`config.mk`:
```
export PLATFORM = sky130hd
export DESIGN_NAME = rs_latch_exerciser_flat
export DESIGN_NICKNAME = d
export VERILOG_FILES = /design/src/rtl/rs_latch_exerciser_if.sv /design/src/rtl/rs_latch_exerciser.sv /design/src/flat_wrapper.sv
export SDC_FILE = /design/constraint.sdc
export NUM_CORES = 1
export LEC_CHECK = 0
export CELL_PAD_IN_SITES_DETAIL_PLACEMENT = 1
export CELL_PAD_IN_SITES_GLOBAL_PLACEMENT = 2
export CORE_MARGIN = 2
export CORE_UTILIZATION = 34
export DETAILED_ROUTE_END_ITERATION = 8
export PLACE_DENSITY_LB_ADDON = 0.1
export SETUP_SLACK_MARGIN = 0.02
export SLEW_MARGIN = 20
export SYNTH_ARGS = -nofsm -noshare
export SYNTH_HDL_FRONTEND = slang
export SYNTH_SLANG_ARGS = --single-unit
```
`constraint.sdc`:
```
create_clock -name Clk -period 5.4 [get_ports Clk]
set_clock_uncertainty 0.15 [all_clocks]
set_input_delay 1.08 -clock Clk [delete_from_list [all_inputs] [get_ports Clk]]
set_output_delay 1.08 -clock Clk [all_outputs]
set_load 0.01 [all_outputs]
```
`src/rtl/rs_latch_exerciser_if.sv`:
```
// Control/status and latch-side signals of the RS latch exerciser.
// master = exerciser side, slave = board/bench side (drives Start and Q).
interface rs_latch_exerciser_if #(
  parameter int ERR_W = 4
);
  logic             Start;
  logic             Q;
  logic             R;
  logic             S;
  logic             Busy;
  logic             Done;
  logic             Pass;
  logic             Mismatch;
  logic [2:0]       Step;
  logic [ERR_W-1:0] Err_Count;

  modport master (
    input  Start, Q,
    output R, S, Busy, Done, Pass, Mismatch, Step, Err_Count
  );

  modport slave (
    output Start, Q,
    input  R, S, Busy, Done, Pass, Mismatch, Step, Err_Count
  );
endinterface

```
`src/rtl/rs_latch_exerciser.sv`:
```
// Steps an RS latch through a fixed R/S vector table, samples Q after a settle
// window and counts mismatches. Define RS_FORBIDDEN_EN to append the R=S=1 vectors.
module rs_latch_exerciser #(
  parameter int SETTLE_CYCLES = 2,
  parameter int ERR_W         = 4
) (
  input logic                 Clk,
  input logic                 Resetn,
  rs_latch_exerciser_if.master bus
);

  typedef enum logic [2:0] {IDLE, DRIVE, SETTLE, SAMPLE, DONE} state_t;

  localparam int CNT_W = (SETTLE_CYCLES > 1) ? $clog2(SETTLE_CYCLES) : 1;
  localparam logic [CNT_W-1:0] CNT_LAST = CNT_W'(SETTLE_CYCLES - 1);
  localparam logic [ERR_W-1:0] ERR_MAX  = {ERR_W{1'b1}};
`ifdef RS_FORBIDDEN_EN
  localparam logic [2:0] LAST = 3'd5;
`else
  localparam logic [2:0] LAST = 3'd3;
`endif

  // Vector table, returned as {R,S}.
  function automatic logic [1:0] vec_rs(input logic [2:0] idx);
    case (idx)
      3'd1:    return 2'b01;
      3'd2:    return 2'b10;
`ifdef RS_FORBIDDEN_EN
      3'd4:    return 2'b11;
      3'd5:    return 2'b10;
`endif
      default: return 2'b00;
    endcase
  endfunction

  // Step 0 (and the forbidden step 4) leave the latch in an unknown state.
  function automatic logic vec_chk(input logic [2:0] idx);
    case (idx)
      3'd1, 3'd2, 3'd3: return 1'b1;
`ifdef RS_FORBIDDEN_EN
      3'd5:             return 1'b1;
`endif
      default:          return 1'b0;
    endcase
  endfunction

  function automatic logic vec_exp(input logic [2:0] idx);
    return (idx == 3'd1);
  endfunction

  state_t           state, state_n;
  logic [CNT_W-1:0] cnt, cnt_n;
  logic [1:0]       rs, rs_n;
  logic [2:0]       step, step_n;
  logic [ERR_W-1:0] err, err_n;
  logic             busy, busy_n;
  logic             done, done_n;
  logic             pass, pass_n;
  logic             mismatch, mismatch_n;

  // NOTE: every variable gets a default before the case so no path leaves one unassigned (which would infer a latch).
  always_comb begin
    state_n    = state;
    cnt_n      = cnt;
    rs_n       = rs;
    step_n     = step;
    err_n      = err;
    mismatch_n = 1'b0;

    case (state)
      IDLE, DONE: begin
        if (bus.Start) begin
          state_n = DRIVE;
          step_n  = 3'd0;
          err_n   = '0;
        end
      end
      DRIVE: begin
        rs_n    = vec_rs(step);
        cnt_n   = '0;
        state_n = SETTLE;
      end
      SETTLE: begin
        if (cnt == CNT_LAST) state_n = SAMPLE;
        else                 cnt_n   = cnt + 1'b1;
      end
      SAMPLE: begin
        if (vec_chk(step) && (bus.Q != vec_exp(step))) begin
          mismatch_n = 1'b1;
          if (err != ERR_MAX) err_n = err + 1'b1;
        end
        if (step == LAST) begin
          state_n = DONE;
        end else begin
          step_n  = step + 3'd1;
          state_n = DRIVE;
        end
      end
      default: state_n = IDLE;
    endcase

    // Status flags are registered from the next state so they line up with it.
    busy_n = (state_n == DRIVE) || (state_n == SETTLE) || (state_n == SAMPLE);
    done_n = (state_n == DONE);
    pass_n = done_n && (err_n == '0);
  end

  // NOTE: sequential state uses non-blocking assignments so every register samples pre-edge values.
  always_ff @(posedge Clk or negedge Resetn) begin
    if (!Resetn) begin
      state    <= IDLE;
      cnt      <= '0;
      rs       <= 2'b00;
      step     <= 3'd0;
      err      <= '0;
      busy     <= 1'b0;
      done     <= 1'b0;
      pass     <= 1'b0;
      mismatch <= 1'b0;
    end else begin
      state    <= state_n;
      cnt      <= cnt_n;
      rs       <= rs_n;
      step     <= step_n;
      err      <= err_n;
      busy     <= busy_n;
      done     <= done_n;
      pass     <= pass_n;
      mismatch <= mismatch_n;
    end
  end

  assign bus.R         = rs[1];
  assign bus.S         = rs[0];
  assign bus.Busy      = busy;
  assign bus.Done      = done;
  assign bus.Pass      = pass;
  assign bus.Mismatch  = mismatch;
  assign bus.Step      = step;
  assign bus.Err_Count = err;

endmodule

```
`src/flat_wrapper.sv`:
```
// flat-port wrapper written by rule: the top's interface ports become plain ports
module rs_latch_exerciser_flat 
#(
  parameter int SETTLE_CYCLES = 2,
  parameter int ERR_W         = 4
)
  (Clk, Resetn, bus_Start, bus_Q, bus_R, bus_S, bus_Busy, bus_Done, bus_Pass, bus_Mismatch, bus_Step, bus_Err_Count);
  rs_latch_exerciser_if #(.ERR_W(ERR_W)) bus_i ();
  input logic Clk;
  input logic Resetn;
  input wire logic [$bits(bus_i.Start)-1:0] bus_Start;
  input wire logic [$bits(bus_i.Q)-1:0] bus_Q;
  output wire logic [$bits(bus_i.R)-1:0] bus_R;
  output wire logic [$bits(bus_i.S)-1:0] bus_S;
  output wire logic [$bits(bus_i.Busy)-1:0] bus_Busy;
  output wire logic [$bits(bus_i.Done)-1:0] bus_Done;
  output wire logic [$bits(bus_i.Pass)-1:0] bus_Pass;
  output wire logic [$bits(bus_i.Mismatch)-1:0] bus_Mismatch;
  output wire logic [$bits(bus_i.Step)-1:0] bus_Step;
  output wire logic [$bits(bus_i.Err_Count)-1:0] bus_Err_Count;
  assign bus_i.Start = bus_Start;
  assign bus_i.Q = bus_Q;
  assign bus_R = bus_i.R;
  assign bus_S = bus_i.S;
  assign bus_Busy = bus_i.Busy;
  assign bus_Done = bus_i.Done;
  assign bus_Pass = bus_i.Pass;
  assign bus_Mismatch = bus_i.Mismatch;
  assign bus_Step = bus_i.Step;
  assign bus_Err_Count = bus_i.Err_Count;
  rs_latch_exerciser #(.SETTLE_CYCLES(SETTLE_CYCLES), .ERR_W(ERR_W)) u_core (.Clk(Clk), .Resetn(Resetn), .bus(bus_i));
endmodule
```
-- Word level (Yosys, flattened, before mapping)
Cells that the tools add are included.
- reduce and logical (&&, ||, !) cells: 11
- add/subtract/negate cells: 3
- equal/unequal tests: 15
- multiplexer cells: 18
- operators with widths (cell ; number):
    equality test 3 x 2 -> 1 bit, second input constant ; 6
    2-to-1 mux 3 bit ; 5
    2-to-1 mux 4 bit ; 3
    one-hot mux 3 bit (4 select lines) ; 1
    equality test 3 x 1 -> 1 bit, second input constant ; 3
    one-hot mux 4 bit (2 select lines) ; 1
    equality test 3 bit, second input constant ; 2
    one-hot mux 3 bit (2 select lines) ; 1
    2-to-1 mux 1 bit ; 5
    adder 4 x 1 -> 4 bit, second input constant ; 1
    logical NOT 4 bit ; 1
    inequality test 2 bit, second input constant ; 2
    inequality test 4 bit, second input constant ; 1
    one-hot mux 2 bit (2 select lines) ; 1
    nonzero test 2 bit ; 2
    adder 3 x 1 -> 3 bit, second input constant ; 1
    logical NOT 3 bit ; 1
    AND reduction 3 bit ; 1
    OR reduction 3 bit ; 1
    logical AND 1 bit ; 2
    logical OR 1 bit ; 2
    one-hot mux 1 bit (2 select lines) ; 1
    OR reduction 2 bit ; 1
    adder 1 bit, second input constant ; 1
    inequality test 1 bit ; 1
- output and inout port bits: 13
- flip-flop bits (word level): 17
- logic and storage cells: 56
- input bits: 4

-- Logic depth before layout (Yosys ltp)
- word-level depth: 9
- depth in mapped cells: 7
- gate-level depth less buffers: 7

-- Worst setup path before layout
No wires, ideal clock.
- path type: input to register
- from: input port bus_Q
- to: register u_core.pass (netlist: u_core.bus.Pass)
- arrival time: 2.186 ns
- setup slack: 2.969 ns
- path buffers: 0
- library setup time: 0.096 ns
- cell stages on the path: 5
- data required time: 5.154 ns
- cell sequence: and3b_1 a2111oi_4 and4b_1 nor3_1 nor4_2
- cells in the longest elaborated chain, start to end: 6
- RTL lines (what ; RTL line ; RTL):
    start: declaration ; flat_wrapper.sv:12 ; input wire logic [$bits(bus_i.Q)-1:0] bus_Q;
    inequality test 1 bit ; rs_latch_exerciser.sv:88 ; if (vec_chk(step) && (bus.Q != vec_exp(step))) begin
    logical AND 1 bit ; rs_latch_exerciser.sv:88 ;
    2-to-1 mux 4 bit ; rs_latch_exerciser.sv:88 ;
    one-hot mux 4 bit (2 select lines) ; rs_latch_exerciser.sv:70 ; case (state)
    net u_core.err_n[2] ; rs_latch_exerciser.sv:55 ; logic [ERR_W-1:0] err, err_n;
    logical NOT 4 bit ; rs_latch_exerciser.sv:105 ; pass_n = done_n && (err_n == '0);
    logical AND 1 bit ; rs_latch_exerciser.sv:105 ;
    net u_core.pass_n ; rs_latch_exerciser.sv:58 ; logic pass, pass_n;
    end signal: assignment ; rs_latch_exerciser.sv:128 ; pass <= pass_n;
    end: declaration ; rs_latch_exerciser.sv:58 ;
The timed path passes the listed nets, and every way through them passes these cells.
A chain may end at the register's enable or synchronous reset.

-- Final worst setup path
Same ends and word-level chain as after synthesis.

==> results.txt <==
----------------------------------------------------
[Clocking]
  Setup Buffers After CTS ... 0
  Hold bufs inserted after CTS ... 0
  Count of instances resized after the clock tree is built ... 0
  Clock root buffer ... clkbuf_4
  Clock latency on the worst-skew pair ... 0.29 ns
  # H-tree levels ... 1
  Clock-pin slew on the worst setup and hold paths ... 0.10 ns
  Clock tree from TritonCTS ... done
  Max clock buf depth ... 2
  Number of buffers added by the clock tree synthesis step ... 3
  Clock sink total ... 17

[Drt]
  1st-iter DRT viols ... 5
  Post-detailed-route via-to-cell ratio ... 5.05
  Routed vias ... 656
  Total length of routed wires ... 1790 um
  Antenna viol nets, final ... 0
  Met2 layer wire length in the routed design ... 825 um
  1st-pass router iterations ... 2
  Wire length on met3 ... 63 um
  Met1 Wirelength ... 880 um
  Count of unresolved DRC violations after routing ... 0
  Detailed-route wire length per cell ... 13.8 um
  Highest metal layer with signal wires ... met4

[Power and ir drop]
  Power share of the sequential group ... 39.7%
  Total chip power ... 0.000550 W
  Comb pwr share ... 47.8%
  Power Density ... 507 nW/um^2
  Design internal power ... 0.000332 W
  Clock power frac ... 12.5%
  Static power due to leakage ... 0.480 nW
  Power dissipated by switching net loads ... 0.000218 W
  Worst IR drop on VDD ... 0.000255 V
  Switching Fraction ... 39.7%

[Finish]
  Fraction of layout cells with a size suffix above 1 ... 11.0%
  Layout net count ... 110
  Final antenna diode count ... 0
  Area growth from synthesis to layout ... 25.1%
  Post-layout instance area ... 1080 sq um

[Yosys]
  Net Count, Synth ... 90
  Post-synthesis adder-cell area fraction ... 7.22%
  Post-synthesis instance area ... 867 sq um
  Synthesized instance count ... 81
  Multiplexer share of the synthesized area ... 4.62%
  Synthesized-area fraction occupied by and/or/nand/nor cells ... 20.9%
  Top cell type by total area after synthesis ... dfrtp_1
  Main combinational cell family by area after synthesis ... simple AND/OR/NAND/NOR gates
  Post-synthesis register bit count ... 17
  Post-synthesis cell type count ... 27
  Top cells by area, synth ... dfrtp_1, ha_1, mux2i_1, a2111oi_4, inv_1
  Total number of yosys warnings ... 0
  Synth Area per Inst ... 10.7 sq um
  Top-area cell type share of the netlist area ... 49.1%
  Xor-xnor portion of the synthesized cell area ... 1.01%
  Sequential fraction of the synthesis area ... 49.1%
  Area fraction in compound gates after synthesis ... 13.3%

[Timing]
  Final-report setup violation count ... 0
  Final-report max-slew violation count ... 0
  Pin slew with the least headroom to its limit ... 0.769 ns
  Ratio of final minimum period to clock period ... 51.3%
  Hold Fails Final Rpt ... 0
  Minimum clock period ... 2.77 ns
  Achievable frequency ... 361 MHz
  Setup tns final ... 0 ns
  Unrepaired setup endpoints after global routing ... false
  Worst slew margin relative to its limit ... 48.6%

[Setup path]
  Crit path required time ... 5.45 ns
  Terminus of the critical flop-to-flop path ... u_core.bus.Pass
  Type of destination of the critical path ... flop
  Arrival time of the worst setup path ... 2.82 ns
  Reg-to-reg slack, setup ... 3.06 ns
  Launching instance or port of the critical path ... bus_Q
  Startpoint of the worst register-to-register path ... u_core.bus.Step[0]
  Crit start category ... primary input
  Setup CP Type ... primary input to flop
  Largest fanout on the critical path ... 8
  Count of cells along the worst register-to-register path ... 7

[Global routing]
  Antenna violations before repair ... 0
  Global routing usage summed across all routing layers ... 15.3%
  First-pass GRT wire length ... 3040 um
  GRT overflow ... 0
  Vias in the first global route ... 658
  Maximum number of pins on one net before global-route repair ... 18

[Placement]
  Port Buffer Count ... 16
  Post-place instance area ... 1060 sq um
  Half-perimeter wire length after detailed placement ... 1360 um
  GPL Wtd Cong ... 0.678

[Floorplan]
  Placeable core area ... 2450 sq um
  Number of top-level pins ... 17
  Site Rows ... 18
  Initial core utilization ... 35.3%
  Horizontal die dimension ... 54.5 um
  Total die area ... 2970 sq um
  Die Span Y ... 54.5 um

[Worst hold path]
  Startpoint of the lowest-slack hold path ... u_core.state[2]
  Depth of the worst hold-timing path ... 1
  Type of the tightest min-delay check ... flop to flop
  Worst hold path endpoint ... u_core.state[1]

[Run]
  Max Cap Viol ... 0

[Outcome]
  Result of the run ... complete, no violations

----------------------------------------------------
==> worst max path at each step <==
stage                           end  slack (ns)  depth (start not counted)
floorplan           u_core.bus.Pass        2.97                          5
global placement    u_core.bus.Pass        2.38                          6
detailed placement  u_core.bus.Pass        2.29                          6
CTS                 u_core.bus.Pass        2.61                          6
global route        u_core.bus.Pass        2.47                          6
finish              u_core.bus.Pass        2.63                          6
==> registers in the layout, indices dropped and copies added (netlist names) <==
name                  count
u_core.bus.Pass           1
u_core.cnt                1
u_core.bus.Done           1
u_core.bus.Busy           1
u_core.state              3
u_core.bus.Mismatch       1
u_core.bus.Err_Count      4
u_core.rs                 2
u_core.bus.Step           3
==> area by class of cell <==
type | instances | area [sq um]
clock buffers | 3 | 22.5
clock inverters | 1 | 5.00
fillers | 286 | 1370
inverters | 7 | 26.3
multi-input cells | 56 | 408
flip-flops and latches | 17 | 425
well taps | 30 | 37.5
repair buffers | 16 | 160
==> cells by family after synthesis <==
group	Yosys count
AOI/OAI and AO/OA	15
xor gates and xnor gates	1
adders and majority gates	5
buffers and inverters	8
DFF	17
muxes	4
and+or+nand+nor	31
==> routing by layer <==
layer  up-vias  GRT usage, %
met5         -             0
met4         0          5.00
met3         2          5.74
met2        12          23.1
met1       320          19.9
li1        322             -
==> per-stage QoR <==
step	instances	util [%]	hold slack, ns	worst slack (ns)
floorplan	81	-	0.330	2.97
global placement	126	43.1	0.379	2.38
detailed placement	126	43.1	0.379	2.29
CTS	130	44.2	0.403	2.61
global route	130	44.2	0.423	2.47
finish	130	44.2	0.388	2.63
==> synthesized netlist by cell type <==
cell / number
and3_1: 1
nor2_1: 7
ha_1: 5
o21ai_0: 5
nor4_2: 1
nand2_1: 6
and4b_1: 2
nor3b_1: 2
and3b_1: 1
nand3b_1: 1
dfrtp_1: 17
inv_1: 7
mux2i_1: 4
a21oi_1: 3
or2_2: 1
o21ai_1: 1
nor2b_1: 3
nand3_1: 2
xnor2_1: 1
a41oi_1: 1
nor3_1: 2
a2111oi_4: 1
a31o_2: 3
a21boi_1: 1
nand2b_1: 1
nand3b_2: 1
buf_4: 1
==> power groups by stage <==
| stage | Combinational (W) | Clock [W] | Sequential [W] |
|---|---|---|---|
| 4_1_cts | 0.000269 | 0.0000732 | 0.000221 |
| 3_3_place_gp | 0.000260 | 0 | 0.000221 |
| 6_report | 0.000263 | 0.0000687 | 0.000219 |
| 5_1_grt | 0.000299 | 0.0000793 | 0.000229 |
| 2_1_floorplan | 0.000169 | 0 | 0.000219 |
| 3_5_place_dp | 0.000268 | 0 | 0.000223 |
==> worst max-delay path, stage by stage <==
cell and delay, ns:
clkdlybuf4s50_1 0.49, o21ai_1 0.11, a2111oi_4 0.54, and4b_1 0.27, nor3_1 0.06, nor4_2 0.26
==> cell usage in the layout (no fill, tap or decap), types with 2 or more instances in the layout <==
master / n
ha_1: 5
a21oi_1: 3
nor3b_1: 2
clkbuf_4: 3
inv_1: 7
o21ai_0: 5
nor3_1: 2
and4b_1: 2
nand2_1: 6
clkdlybuf4s50_1: 16
nor2_1: 7
nor2b_1: 3
nand3_1: 2
mux2i_1: 4
dfrtp_1: 17
a31o_2: 3
Note: power is estimated with default switching activity, not from simulation.
